$ cat config.mk
export PLATFORM = sky130hd
export DESIGN_NAME = mem_byte_arbiter
export DESIGN_NICKNAME = d
export VERILOG_FILES = /design/src/rtl/mem_byte_arbiter_pkg.sv /design/src/rtl/mem_byte_arbiter_rr_pick.sv /design/src/rtl/mem_byte_arbiter.sv
export SDC_FILE = /design/constraint.sdc
export NUM_CORES = 1
export LEC_CHECK = 0
export BUFFER_PORTS_ARGS = -buffer_cell sky130_fd_sc_hd__buf_2
export CORE_MARGIN = 4
export CORE_UTILIZATION = 25
export CTS_BUF_LIST = sky130_fd_sc_hd__clkbuf_16
export DETAILED_ROUTE_END_ITERATION = 10
export GPL_TIMING_DRIVEN = 1
export PLACE_DENSITY = 0.58
export SETUP_SLACK_MARGIN = 0.1
export SYNTH_ARGS = -nofsm -noshare
export SYNTH_HDL_FRONTEND = slang
export SYNTH_SLANG_ARGS = --single-unit
$ cat constraint.sdc
create_clock -name clk -period 5.27 [get_ports clk]
set_input_delay 0.7905 -clock clk [delete_from_list [all_inputs] [get_ports clk]]
set_output_delay 0.7905 -clock clk [all_outputs]
set_load 0.02 [all_outputs]
$ cat src/rtl/mem_byte_arbiter_pkg.sv
// Shared types and width helpers for the byte-port arbiter family.
// Optional feature macro used by the arbiter top: MEM_ARB_TIMEOUT_EN.
package mem_arb_pkg;

  localparam int unsigned MAX_NUM_REQ = 8;
  localparam int unsigned MAX_IDX_W   = $clog2(MAX_NUM_REQ);

  typedef enum logic [1:0] {
    IDLE  = 2'b00,
    GRANT = 2'b01,
    DRAIN = 2'b10
  } state_e;

  // Index width for n items, never narrower than one bit.
  function automatic int unsigned idx_width(input int unsigned n);
    return (n < 2) ? 1 : $clog2(n);
  endfunction

  // Width of a counter that must hold values 0..max_val inclusive.
  function automatic int unsigned cnt_width(input int unsigned max_val);
    return idx_width(max_val + 1);
  endfunction

endpackage

$ cat src/rtl/mem_byte_arbiter_rr_pick.sv
// Combinational round-robin selector: first set request strictly after
// 'last', wrapping around; 'last' itself is checked last.
module rr_pick
  import mem_arb_pkg::*;
#(
  parameter int unsigned N     = 2,
  parameter int unsigned IDX_W = idx_width(N)
) (
  input  logic [N-1:0]     req,
  input  logic [IDX_W-1:0] last,
  output logic             valid,
  output logic [IDX_W-1:0] idx
);

  // Scan N slots starting one past the previous winner.
  always_comb begin
    valid = 1'b0;
    idx   = '0;
    for (int unsigned k = 1; k <= N; k++) begin
      if (!valid && req[(32'(last) + k) % N]) begin
        valid = 1'b1;
        idx   = IDX_W'((32'(last) + k) % N);
      end
    end
  end

endmodule

$ cat src/rtl/mem_byte_arbiter.sv
// Byte-wide memory port arbiter: req/gnt ownership with round-robin choice,
// owner-only strobe forwarding, read-return routing and a sticky error flag.
// Optional macro MEM_ARB_TIMEOUT_EN adds a watchdog that forces release
// after TIMEOUT_CYCLES cycles of ownership.
module mem_byte_arbiter
  import mem_arb_pkg::*;
#(
  parameter int unsigned NUM_REQ         = 2,
  parameter int unsigned ADDR_W          = 32,
  parameter int unsigned MAX_OUTSTANDING = 4,
  parameter int unsigned TIMEOUT_CYCLES  = 1024
) (
  input  logic                        clk,
  input  logic                        reset_n,
  input  logic [NUM_REQ-1:0]          req,
  output logic [NUM_REQ-1:0]          gnt,
  input  logic [NUM_REQ-1:0]          req_rd,
  input  logic [NUM_REQ-1:0]          req_wr,
  input  logic [NUM_REQ*ADDR_W-1:0]   req_addr,
  input  logic [NUM_REQ*8-1:0]        req_wr_data,
  output logic [7:0]                  rd_data,
  output logic [NUM_REQ-1:0]          rd_data_valid,
  output logic                        mem_rd,
  output logic                        mem_wr,
  output logic [ADDR_W-1:0]           mem_addr,
  output logic [7:0]                  mem_wr_data,
  input  logic [7:0]                  mem_rd_data,
  input  logic                        mem_rd_data_valid,
  output logic [idx_width(NUM_REQ)-1:0] owner,
  output logic                        err
);

  localparam int unsigned OWN_W = idx_width(NUM_REQ);
  localparam int unsigned CNT_W = cnt_width(MAX_OUTSTANDING);
  localparam logic [CNT_W-1:0] OUT_MAX = CNT_W'(MAX_OUTSTANDING);

  if (NUM_REQ < 2 || NUM_REQ > MAX_NUM_REQ || MAX_OUTSTANDING < 1 || TIMEOUT_CYCLES < 1) begin : g_bad_cfg
    $error("mem_byte_arbiter: unsupported parameter combination");
  end

  state_e             state;
  logic [OWN_W-1:0]   last_owner;
  logic [CNT_W-1:0]   outstanding;
  logic [CNT_W-1:0]   outstanding_next;
  logic               pick_valid;
  logic [OWN_W-1:0]   pick_idx;
  logic               in_grant;
  logic [NUM_REQ-1:0] owned_mask;
  logic               stray_strobe;
  logic               dual_strobe;
  logic               ret_ok;
  logic               spurious_ret;
  logic               overflow;
  logic               timeout_hit;

  rr_pick #(
    .N     (NUM_REQ),
    .IDX_W (OWN_W)
  ) u_pick (
    .req   (req),
    .last  (last_owner),
    .valid (pick_valid),
    .idx   (pick_idx)
  );

  // Owner-side forwarding and protocol-error detection.
  always_comb begin
    in_grant     = (state == GRANT);
    mem_rd       = in_grant & gnt[owner] & req_rd[owner];
    mem_wr       = in_grant & gnt[owner] & req_wr[owner];
    mem_addr     = req_addr[owner*ADDR_W +: ADDR_W];
    mem_wr_data  = req_wr_data[owner*8 +: 8];
    owned_mask   = in_grant ? gnt : '0;
    stray_strobe = |((req_rd | req_wr) & ~owned_mask);
    dual_strobe  = mem_rd & mem_wr;
    ret_ok       = mem_rd_data_valid & (outstanding != '0);
    spurious_ret = mem_rd_data_valid & (outstanding == '0);
    overflow     = mem_rd & ~ret_ok & (outstanding == OUT_MAX);
  end

  // Reads-in-flight count; an issue and a return in one cycle cancel out.
  always_comb begin
    outstanding_next = outstanding;
    if (mem_rd && !ret_ok && !overflow) begin
      outstanding_next = outstanding + 1'b1;
    end else if (!mem_rd && ret_ok) begin
      outstanding_next = outstanding - 1'b1;
    end
  end

`ifdef MEM_ARB_TIMEOUT_EN
  localparam int unsigned TO_W = cnt_width(TIMEOUT_CYCLES);
  logic [TO_W-1:0] to_cnt;

  assign timeout_hit = (state != IDLE) && (to_cnt == TO_W'(TIMEOUT_CYCLES - 1));

  // Ownership age: idle clears it, so every new grant starts from zero.
  always_ff @(posedge clk or negedge reset_n) begin
    if (!reset_n) begin
      to_cnt <= '0;
    end else if (state == IDLE) begin
      to_cnt <= '0;
    end else if (!timeout_hit) begin
      to_cnt <= to_cnt + 1'b1;
    end
  end
`else
  assign timeout_hit = 1'b0;
`endif

  // Ownership FSM, grant register, outstanding count and sticky error.
  // A forced release leaves last_owner pointing at the timed-out requester,
  // so round robin only re-picks it when nobody else is requesting.
  always_ff @(posedge clk or negedge reset_n) begin
    if (!reset_n) begin
      state       <= IDLE;
      gnt         <= '0;
      owner       <= '0;
      last_owner  <= OWN_W'(NUM_REQ - 1);
      outstanding <= '0;
      err         <= 1'b0;
    end else begin
      outstanding <= outstanding_next;
      if (stray_strobe || dual_strobe || spurious_ret || overflow) begin
        err <= 1'b1;
      end
      case (state)
        IDLE: begin
          if (pick_valid) begin
            state      <= GRANT;
            gnt        <= NUM_REQ'(1) << pick_idx;
            owner      <= pick_idx;
            last_owner <= pick_idx;
          end
        end
        GRANT: begin
          if (!req[owner]) begin
            gnt   <= '0;
            state <= (outstanding == '0) ? IDLE : DRAIN;
          end
        end
        DRAIN: begin
          if (outstanding == '0) begin
            state <= IDLE;
          end
        end
        default: state <= IDLE;
      endcase
      if (timeout_hit) begin
        state       <= IDLE;
        gnt         <= '0;
        outstanding <= '0;
        err         <= 1'b1;
      end
    end
  end

  // Registered read return, routed to the owner only while it holds the port.
  always_ff @(posedge clk or negedge reset_n) begin
    if (!reset_n) begin
      rd_data       <= '0;
      rd_data_valid <= '0;
    end else begin
      rd_data       <= mem_rd_data;
      rd_data_valid <= (ret_ok && state != IDLE) ? (NUM_REQ'(1) << owner) : '0;
    end
  end

endmodule

; ---- Yosys cells after proc, flatten, opt, wreduce, memory -nomap -nowiden
; Cells that the tools add are included.
[word_totals]
input_bits = 97
elab_cells = 87
regBits = 20
[classes]
muxes = 28
bitwise_logic = 12
eq_ne = 6
shifts = 4
reduce_logical = 22
n_addsub = 4
n_lt_le_gt_ge = 3
[op_table]
columns = cell, count
row1 = $shiftx A64 B7 Y32, 1
row2 = $mux W1, 16
row3 = $mux W2, 8
row4 = $shiftx A16 B5 Y8, 1
row5 = $and A1 B1 Y1, 8
row6 = $lt A1 B2 Y1 const B, 3
row7 = $mux W3, 2
row8 = $ne A2 B2 Y1 const B, 3
row9 = $pmux W2 S3, 1
row10 = $reduce_and A3 Y1, 2
row11 = $reduce_bool A2 Y1, 3
row12 = $logic_and A1 B1 Y1, 5
row13 = $logic_not A1 Y1, 4
row14 = $pmux W2 S2, 1
row15 = $shl A1 B1 Y2 const A, 2
row16 = $add A3 B1 Y3 const B, 1
row17 = $eq A3 B3 Y1 const B, 1
row18 = $logic_not A3 Y1, 1
row19 = $logic_or A1 B1 Y1, 3
row20 = $reduce_bool A3 Y1, 1
row21 = $sub A3 B1 Y3 const B, 1
row22 = $add A1 B1 Y1 const B, 2
row23 = $and A2 B2 Y2, 1
row24 = $eq A2 B1 Y1 const B, 1
row25 = other kinds (7), 7

; ---- Longest topological paths before layout
; Gate-level depths: netlist (run 1).
[depth]
word_depth = 10
depth_mapped = 10
depth_no_buf = 9

; ---- Hierarchy
; From an unflattened synthesis (run 1), not the netlist that was laid out.
[hier_totals]
hier_cells = 151
hier_area_um2 = 1511.4
[by_module_without_submodules]
columns = mod, cells_per_inst, instances, area_each_um2
row1 = mem_byte_arbiter, 149, 1, 1497.7
row2 = rr_pick, 2, 1, 13.8

; ---- Least setup slack after synthesis (run 1)
; OpenSTA, ideal clock, no wires.
[synth_path]
path_type = input to register
from = input req_rd[1]
to = register outstanding[2]
stages = 8
n_path_buf = 0
t_arrival_ns = 2.323
path_slack_ns = 2.821
path_cell_list = nand3_2 -> a21oi_4 -> nand2_1 -> fa_1 -> inv_1 -> nor3_1 -> mux2_4 -> a221o_1
[synth_between]
elab_chain_len = 8
elab_cells_between_ends = 12
[synth_rtl]
columns = element, line
row1 = "start, declared", mem_byte_arbiter.sv:17  ; input logic [NUM_REQ-1:0] req_rd,
row2 = $mux W1 (implied by the code) (*) (2 in series), mem_byte_arbiter.sv:69  ; mem_rd = in_grant & gnt[owner] & req_rd[owner];
row3 = $and A1 B1 Y1 (*), mem_byte_arbiter.sv:69
row4 = via mem_rd, mem_byte_arbiter.sv:23  ; output logic mem_rd,
row5 = $and A1 B1 Y1 (2 in series), mem_byte_arbiter.sv:78  ; overflow = mem_rd & ~ret_ok & (outstanding == OUT_MAX);
row6 = $logic_not A1 Y1, mem_byte_arbiter.sv:84  ; if (mem_rd && !ret_ok && !overflow) begin
row7 = $logic_and A1 B1 Y1, mem_byte_arbiter.sv:84
row8 = $mux W3 / $reduce_bool A2 Y1 (equally long branches), n/a
row9 = "end signal, assigned", mem_byte_arbiter.sv:123  ; outstanding <= outstanding_next;
row10 = "end, declared", mem_byte_arbiter.sv:43  ; logic [CNT_W-1:0] outstanding;
; Mark *: on every way through the listed nets, which the timed path passes. The rest lies on a longest branch. The select of a mux whose other input is x is not followed.
; A chain may end at the register's enable or synchronous reset.

; ---- Worst setup path in the final report (run 1)
[layout_path]
from = register owner
to = register outstanding[2]
[layout_between]
elab_chain_len = 9
elab_cells_between_ends = 15
[layout_rtl]
columns = element, line
row1 = "start, declared", mem_byte_arbiter.sv:29  ; output logic [idx_width(NUM_REQ)-1:0] owner,
row2 = "start signal, assigned", mem_byte_arbiter.sv:132  ; owner <= pick_idx;
row3 = $mux W1 (implied by the code) (2 in series), mem_byte_arbiter.sv:69
row4 = $and A1 B1 Y1, mem_byte_arbiter.sv:69
row5 = $and A1 B1 Y1 (*), mem_byte_arbiter.sv:69
row6 = $and A1 B1 Y1 (2 in series), mem_byte_arbiter.sv:78
row7 = $logic_not A1 Y1, mem_byte_arbiter.sv:84
row8 = $logic_and A1 B1 Y1, mem_byte_arbiter.sv:84
row9 = $mux W3 / $reduce_bool A2 Y1 (equally long branches), n/a
; Every way passes the cells marked *; elsewhere a longest branch is shown, timed or not. The select of a mux whose other input is x is not followed.

==> results of run 1 <==
-- flip-flops by register name, indices dropped and copies added (netlist names) --
register,flops
rd_data_valid,2
last_owner,1
outstanding,3
rd_data,8
err,1
state,2
gnt,2
owner,1
-- cell usage after synthesis, drive strengths merged (2+ instances only) --
cell / n / area (µm²)
nand3: 5 / 30.0
o211ai: 2 / 15.0
a211oi: 2 / 25.0
a22oi: 2 / 15.0
nand2: 7 / 26.3
a21o: 2 / 15.0
nor4: 3 / 18.8
inv: 6 / 22.5
a31oi: 2 / 12.5
nor3: 4 / 20.0
nand2b: 5 / 38.8
a21oi: 6 / 41.3
nand3b: 2 / 27.5
mux2: 44 / 503
nor2: 7 / 26.3
mux2i: 2 / 20.0
dfrtp: 19 / 475
buf: 10 / 62.6
o21ai: 3 / 15.0
-- worst min-delay path by stage --
stage                               start  slack [ps]  cells after the start                    endpoint
after floorplan                   reset_n         490                      0             err$_DFFE_PN0P_
after global placement    err$_DFFE_PN0P_         490                      2             err$_DFFE_PN0P_
after detailed placement  err$_DFFE_PN0P_         490                      2             err$_DFFE_PN0P_
after CTS                         reset_n         510                      1  rd_data_valid[1]$_DFF_PN0_
after global routing              reset_n         530                      1  rd_data_valid[0]$_DFF_PN0_
final                             reset_n         490                      1  rd_data_valid[0]$_DFF_PN0_
-- cell families (layout without fill, tap and decap cells) --
group | count (synthesis) | in the layout | synth area share (%)
multiplexers | 46 | 46 | 33.5
AND/OR/NAND/NOR | 37 | 37 | 14.1
AO/OA/AOI/OAI | 27 | 27 | 13.3
flip-flops | 20 | 20 | 32.1
buffers and inverters | 17 | 163 | 5.69
adder cells (fa/ha/maj) | 1 | 1 | 1.28
-- per-stage QoR --
stage / setup slack, ps / instances / total power [W] / instance area [µm²] / utilization, %
2_1_floorplan: 2820 / 148 / 0.000830 / 1560 / -
3_3_place_gp: 2550 / 365 / 0.00101 / 2360 / 39.4
3_5_place_dp: 2480 / 365 / 0.00101 / 2360 / 39.4
4_1_cts: 2480 / 369 / 0.00118 / 2440 / 40.7
5_1_grt: 2350 / 369 / 0.00124 / 2440 / 40.7
6_report: 2500 / 369 / 0.00116 / 2440 / 40.7
-- layout make-up --
type,instances,area (µm²)
Clock buffer,3,75.1
Clock inverter,1,3.75
Fill cell,598,3550
Inverter,6,22.5
Multi-Input combinational cell,111,971
Sequential cell,20,503
Tap cell,75,93.8
Timing Repair Buffer,153,768
-- metal layers --
metal	wire, µm	vias up	GRT usage [%]
met4	91	0	3.54
met3	556	8	4.45
li1	-	843	-
met2	2540	95	22.4
met1	1890	748	14.0
met5	0	-	0
-- power breakdown --
| group | leakage (nW) | internal (W) | switching [W] |
|---|---|---|---|
| sequential | 0.238 | 0.000198 | 0.0000835 |
| combinational | 0.979 | 0.000336 | 0.000385 |
| clock | 0.0423 | 0.000101 | 0.0000588 |
| total | 1.26 | 0.000634 | 0.000527 |
==> flow_summary.json, run 1 <==
{
  "postSynthAreaPerCell_um2": 10.6,
  "hpwlAfterDp_mm": 4.21,
  "synth-main-ff-cell": "dfrtp_1",
  "ir_drop_mv": 0.170,
  "max_freq_mhz": 361,
  "port_buffers": 152,
  "ctsHoldBuffers": 0,
  "viasPerCell": 4.59,
  "place.gp.congestion": 0.783,
  "gr-total-overflow": 0,
  "area_growth_pct": 56.1,
  "rrSetupSlack_ps": 2500,
  "die_y_um": 87.0,
  "initial_utilization_pct": 26.1,
  "path_delay_family": "buffers and inverters",
  "end_kind": "register",
  "cp.required_ps": 5410,
  "cp_slowest_cell": "dfrtp_2",
  "seq_area_frac_synth_pct": 32.1,
  "clk_latency_ps": 250,
  "rsz0062_at_grt": "no",
  "antenna_found_initial": 0,
  "power_density_nw_per_um2": 477,
  "cp_max_fo": 37,
  "cts-htree-levels": 1,
  "r2r-end": "outstanding[2]$_DFFE_PN0P_",
  "hold_violations": 0,
  "run_status": "finished clean",
  "p_leak_nw": 1.26,
  "r2r_cells": 9,
  "routed_wl_mm": 5.07,
  "synth_edf_count": 0,
  "clock-sinks": 20,
  "period_share_pct": 52.5,
  "cts_resized": 0,
  "grt_max_degree": 38,
  "grt_pass1_vias": 1718,
  "first_iter_violations": 50,
  "syn_nets": 246,
  "numCtsBuffers": 3,
  "arrival_ps": 2910,
  "slew-limit-headroom_pct": 68.8,
  "boundaryPins": 153,
  "grt_usage_pct": 12.6,
  "path_buf_inv": 2,
  "cts_setup_buffers": 0,
  "wire_per_inst_um": 13.7,
  "crit_type": "register to register",
  "endpoint": "outstanding[2]$_DFFE_PN0P_",
  "syn_inst": 148,
  "root_buffer": "clkbuf_16",
  "synth-async-reset-ratio_pct": 100,
  "drv_slew": 0,
  "synth_seq_cells": 20,
  "cts_tree": "built",
  "drive_gt1_share_pct": 70.4,
  "finalNetCount": 393,
  "crit_path_start_kind": "register",
  "startpoint": "owner$_DFFE_PN0P_",
  "setup_viol": 0,
  "grt_pass1_wl_mm": 7.78,
  "antenna_cells": 0,
  "rows": 28,
  "maxCapViolCount": 0,
  "fin_hold_ws_ps": 485,
  "core_um2": 5990,
  "cp_slowest_stage_delay_ps": 560,
  "hp-class": "input port to async pin",
  "netlist_area_um2": 1560,
  "clock_path_buffers": 2,
  "cts.clk_slew.worst_paths_ps": 60,
  "worst-path-stages": 9,
  "skew_ps": 3.45,
  "die_w_um": 87.0,
  "cp_cell_sequence": "buf_4 > nand3_2 > a21oi_4 > nand2_1 > fa_1 > inv_1 > nor3_1 > mux2_4 > a221o_1",
  "final_antenna_net_count": 0,
  "ys_warn_count": 0,
  "reg2reg_from": "owner$_DFFE_PN0P_",
  "finalCriticalPeriod_ps": 2770,
  "layout_common_cells": "152 x buf_2, 41 x mux2_2, 18 x dfrtp_1",
  "worst_slew_pin_slew_ps": 467,
  "firstDrtPassIters": 4,
  "fin_tns_setup_ps": 0,
  "die_area_um2": 7570,
  "drc_errors": 0,
  "yosysUniqueCellTypes": 41,
  "num_vias": 1694,
  "mostFrequentLayoutCell": "buf_2"
}
Note: power is estimated with default switching activity, not from simulation.
==> run 2: changes to the inputs <==
Settings changed: ABC_AREA from default to 1, PLACE_DENSITY 0.58 to 0.63.
Clock period 5.27 ns to 2.46 ns, I/O delays scaled along.
==> flow_summary.json, run 2 <==
{
  "cp_common_cell": "nand2_1",
  "clock_path_buffers": 2,
  "cts_setup_buffers": 0,
  "top_regs": "rd_data x8, outstanding x3",
  "fin_tns_setup_ps": 0,
  "drc_errors": 0,
  "cts_resized": 0,
  "syn_inst": 228,
  "die_w_um": 82.2,
  "drive_gt1_share_pct": 45.0,
  "grt_pass1_vias": 1692,
  "first_iter_violations": 95,
  "power_density_nw_per_um2": 1150,
  "path_delay_family": "buffers and inverters",
  "cts-htree-levels": 1,
  "synth_most_common_cell": "nand2_1",
  "p_leak_nw": 1.49,
  "synth_top_area_cell": "nand2_1",
  "antenna_found_initial": 0,
  "place_area_um2": 2210,
  "path_buf_inv": 3,
  "grt_usage_pct": 13.0,
  "cts.clk_slew.worst_paths_ps": 60,
  "largest_register_ff_count": 8,
  "cp_slowest_stage_delay_ps": 460,
  "syn_nets": 326,
  "rsz0062_at_grt": "no",
  "maxCapViolCount": 0,
  "num_vias": 1854,
  "synth_top_area_share_pct": 40.6,
  "max_freq_mhz": 521,
  "multi_input_area_um2": 768,
  "fillCellCount": 543,
  "port_buffers": 152,
  "place.gp.congestion": 0.895,
  "routed_wl_mm": 4.94,
  "cp_max_fo": 24,
  "skew_ps": 2.63,
  "ir_drop_mv": 0.461,
  "die_area_um2": 6760,
  "netlist_area_um2": 1380,
  "seq_area_frac_synth_pct": 36.4,
  "yosysUniqueCellTypes": 23,
  "grt_max_degree": 31,
  "numCtsBuffers": 3,
  "cp_slowest_cell": "dfrtp_1",
  "hp-class": "input port to async pin",
  "mostFrequentLayoutCell": "buf_2",
  "area_growth_pct": 67.8,
  "arrival_ps": 1550,
  "design_area_um2": 2310,
  "seq_area_um2": 502,
  "clock-sinks": 20,
  "firstDrtPassIters": 4,
  "yosys-top-cells-area": "nand2_1 41%, dfrtp_1 35%, inv_1 4.1%, nand2_2 2.3%, clkbuf_1 2.2%",
  "final_util_pct": 44.1,
  "end_kind": "output pin",
  "clk_latency_ps": 250,
  "die_y_um": 82.2,
  "synth_seq_cells": 20,
  "period_share_pct": 78.0,
  "finalCriticalPeriod_ps": 1920,
  "gr-total-overflow": 0,
  "crit_type": "register to output pin",
  "core_um2": 5240,
  "cp.required_ps": 2090,
  "setup_viol": 0,
  "initial_utilization_pct": 26.3,
  "cp_cell_sequence": "inv_4 > buf_4 > nand2_1 > nand2_1 > buf_2",
  "synth-async-reset-ratio_pct": 100,
  "cts_tree": "built",
  "finalNetCount": 477,
  "largest_register": "rd_data",
  "synthTopCellsByCount": "149 x nand2_1, 19 x dfrtp_1, 15 x inv_1, 8 x clkbuf_1, 8 x nor2_1",
  "rrSetupSlack_ps": 660,
  "grt_pass1_wl_mm": 7.00,
  "layout_common_cells": "152 x buf_2, 149 x nand2_1, 19 x dfrtp_1, 15 x inv_1, 8 x nor2_1",
  "root_buffer": "clkbuf_16",
  "hpwlAfterDp_mm": 4.14,
  "crit_path_start_kind": "register",
  "wire_per_inst_um": 11.0,
  "rows": 26,
  "boundaryPins": 153,
  "final_antenna_net_count": 0,
  "postSynthAreaPerCell_um2": 6.04,
  "hold_violations": 0,
  "drv_slew": 0,
  "antenna_cells": 0,
  "ctsHoldBuffers": 0,
  "viasPerCell": 4.14,
  "synth_edf_count": 0,
  "synth-main-ff-cell": "dfrtp_1",
  "slew-limit-headroom_pct": 70.6,
  "worst_slew_pin_slew_ps": 441,
  "run_status": "finished clean",
  "ys_warn_count": 0
}
[run 2: cell types whose count changed in the layout (fill, tap and decap cells not counted), sizes merged, moves of 3 or more]
cell    change
nand2     +147
mux2       -44
nor3        -3
inv        +10
nand2b      -5
a21oi       -4
[run 2: logic make-up after synthesis]
| family | Yosys count | synth area share (%) |
|---|---|---|
| AND/OR/NAND/NOR | 171 | 50.1 |
| flip-flops | 20 | 36.4 |
| buffers and inverters | 26 | 7.81 |
| adder cells (fa/ha/maj) | 1 | 1.45 |
| AO/OA/AOI/OAI | 10 | 4.18 |
[run 2: worst paths after layout]
check,start,endpoint,cells past startpoint
max reg2reg,owner$_DFFE_PN0P_,outstanding[2]$_DFFE_PN0P_,9
min in group clk,mem_rd_data[1],rd_data[1]$_DFF_PN0_,1
min,reset_n,rd_data[7]$_DFF_PN0_,1
min reg2reg,last_owner$_DFFE_PN1P_,last_owner$_DFFE_PN1P_,2
max in group asynchronous,reset_n,last_owner$_DFFE_PN1P_,1
max,owner$_DFFE_PN0P_,mem_addr[18],5
[run 2: layer usage]
layer,global-route usage [%],routed length (µm),up-vias
met5,0,0,-
met4,2.99,16,0
met3,3.58,451,2
met2,24.2,2550,77
met1,14.6,1930,788
li1,-,-,987
[run 2: worst register-to-register path, stage by stage (launching register included)]
cell and delay, ps:
dfrtp_1 460, inv_4 220, nand2_1 80, nand2_1 110, nand4_2 160, fa_1 410
inv_1 60, nand2_1 60, nand3_1 80, nand2_1 50
[run 2: final cells by class]
class,count,area share [%]
multi-input combinational,182,33.2
tap,70,3.79
clock buffer,3,3.25
sequential,20,21.7
timing repair buffer,155,33.9
clock inverter,1,1.30
inverter,17,2.87
[run 2: metrics by stage]
stage	instances	hold slack, ps	setup slack [ps]	total power, W
floorplan	228	73.4	749	0.00168
global placement	444	341	702	0.00222
detailed placement	444	345	664	0.00223
CTS	448	73.2	513	0.00268
global route	448	89.5	415	0.00289
finish	448	55.3	541	0.00265
[run 2: power by group]
part / internal (W) / switching [W]
clock network: 0.000323 / 0.000119
logic: 0.000550 / 0.00115
registers: 0.000427 / 0.0000769
==> run 3: changes to the inputs <==
Clock period 2.46 ns to 1.6 ns, I/O delays scaled along.
==> flow_summary.json, run 3 (synthesized netlist as in run 2, its figures left out) <==
{
  "die_y_um": 82.2,
  "port_buffers": 152,
  "skew_ps": 1.56,
  "power_density_nw_per_um2": 1830,
  "rows": 26,
  "fin_hold_ws_ps": 93.8,
  "cts_tree": "built",
  "drv_slew": 0,
  "largest_register": "rd_data",
  "crit_type": "register to output pin",
  "max_freq_mhz": 631,
  "period_share_pct": 99.1,
  "num_vias": 1939,
  "hpwlAfterDp_mm": 4.16,
  "cts-htree-levels": 1,
  "mostFrequentLayoutCell": "nand2_1",
  "rsz0062_at_grt": "yes",
  "grt_max_degree": 44,
  "grt.met3_usage_pct": 2.82,
  "drive_gt1_share_pct": 48.7,
  "p_leak_nw": 1.61,
  "cp.required_ps": 1360,
  "grt.busiest_layer": "met2",
  "firstDrtPassIters": 4,
  "top_regs": "rd_data x8, outstanding x3",
  "worst_slew_pin_slew_ps": 447,
  "setup_viol": 0,
  "root_buffer": "clkbuf_16",
  "clk_latency_ps": 250,
  "gr-total-overflow": 0,
  "finalCriticalPeriod_ps": 1590,
  "ir_drop_mv": 0.835,
  "rrSetupSlack_ps": 20,
  "die_w_um": 82.2,
  "hp-class": "input port to register",
  "arrival_ps": 1350,
  "grt_usage_pct": 13.7,
  "layout_common_cells": "146 x nand2_1, 140 x buf_2, 24 x buf_4, 18 x dfrtp_1, 14 x inv_1",
  "hold_violations": 0,
  "wire_per_inst_um": 11.3,
  "area_growth_pct": 87.1,
  "slew-limit-headroom_pct": 70.2,
  "whs_path_depth": 1,
  "fillCellCount": 554,
  "end_kind": "output pin",
  "place.gp.congestion": 0.788,
  "cp_max_fo": 6,
  "viasPerCell": 4.16,
  "run_status": "finished clean",
  "finalNetCount": 495,
  "grt_pass1_wl_mm": 7.47,
  "fin_tns_setup_ps": 0,
  "numCtsBuffers": 3,
  "grt_util_met1_pct": 16.1,
  "r2r_cells": 10,
  "clock-sinks": 20,
  "cts.clk_slew.worst_paths_ps": 60,
  "antenna_cells": 0,
  "antenna_found_initial": 0,
  "drc_errors": 0,
  "final_antenna_net_count": 0,
  "largest_register_ff_count": 8,
  "use_met2_pct": 25.8,
  "core_um2": 5240,
  "clock_path_buffers": 2,
  "die_area_um2": 6760,
  "first_iter_violations": 53,
  "routed_wl_mm": 5.25,
  "crit_path_start_kind": "register",
  "initial_utilization_pct": 26.3,
  "maxCapViolCount": 0,
  "grt_pass1_vias": 1780,
  "boundaryPins": 153
}
[run 3: critical path, cell delays in order (launching register included)]
cell and delay, ps:
dfrtp_2 470, inv_6 100, nand2_1 60, nand2_2 80, buf_4 110, nand2_1 80
inv_2 70, buf_6 110
[run 3: what timing repair did]
item,4_1_cts,5_1_grt
resized for setup,13,15
endpoints found under the setup margin,47,46
gates cloned,0,2
hold buffers,1,0
hold endpoints to repair,19,0
setup buffers,3,2
pin swaps,0,0
[run 3: worst paths after layout]
kind	from	end
worst min register to register	last_owner$_DFFE_PN1P_	last_owner$_DFFE_PN1P_
max in group asynchronous	reset_n	last_owner$_DFFE_PN1P_
worst max register to register	owner$_DFFE_PN0P_	outstanding[2]$_DFFE_PN0P_
worst min-delay path	mem_rd_data[3]	rd_data[3]$_DFF_PN0_
min in group asynchronous	reset_n	rd_data[3]$_DFF_PN0_
worst max-delay path	owner$_DFFE_PN0P_	mem_rd
[run 3: area by class of cell]
cell class	count	area (µm²)	area share, %
multi-input combinational	182	806	31.3
tap	70	87.6	3.40
inverter	17	68.8	2.67
sequential	20	503	19.5
clock inverter	1	30.0	1.17
timing repair buffer	173	1010	39.1
clock buffer	3	75.1	2.91
[run 3: report_power, final]
group / internal, W / total, W / switching [W]
clock: 0.000496 / 0.000680 / 0.000185
combinational: 0.00129 / 0.00327 / 0.00198
sequential: 0.000660 / 0.000757 / 0.0000969
total: 0.00245 / 0.00471 / 0.00226
[run 3: metal layers]
| layer | share of wire (%) | vias up |
|---|---|---|
| li1 | - | 1024 |
| met1 | 37 | 837 |
| met2 | 55 | 76 |
| met3 | 7.5 | 2 |
| met4 | 0.23 | 0 |
| met5 | 0 | - |
[run 3: per-stage QoR]
stage                     util, %  instance area (µm²)  setup WS (ps)  total power, W  std cells
after floorplan                 -                 1400          -34.1         0.00262        228
after global placement       43.9                 2300           82.2         0.00363        454
after detailed placement     43.9                 2300           38.1         0.00365        454
after CTS                    47.4                 2480           4.83         0.00451        462
after global routing         49.2                 2580          -81.2         0.00513        466
final                        49.2                 2580           14.3         0.00471        466
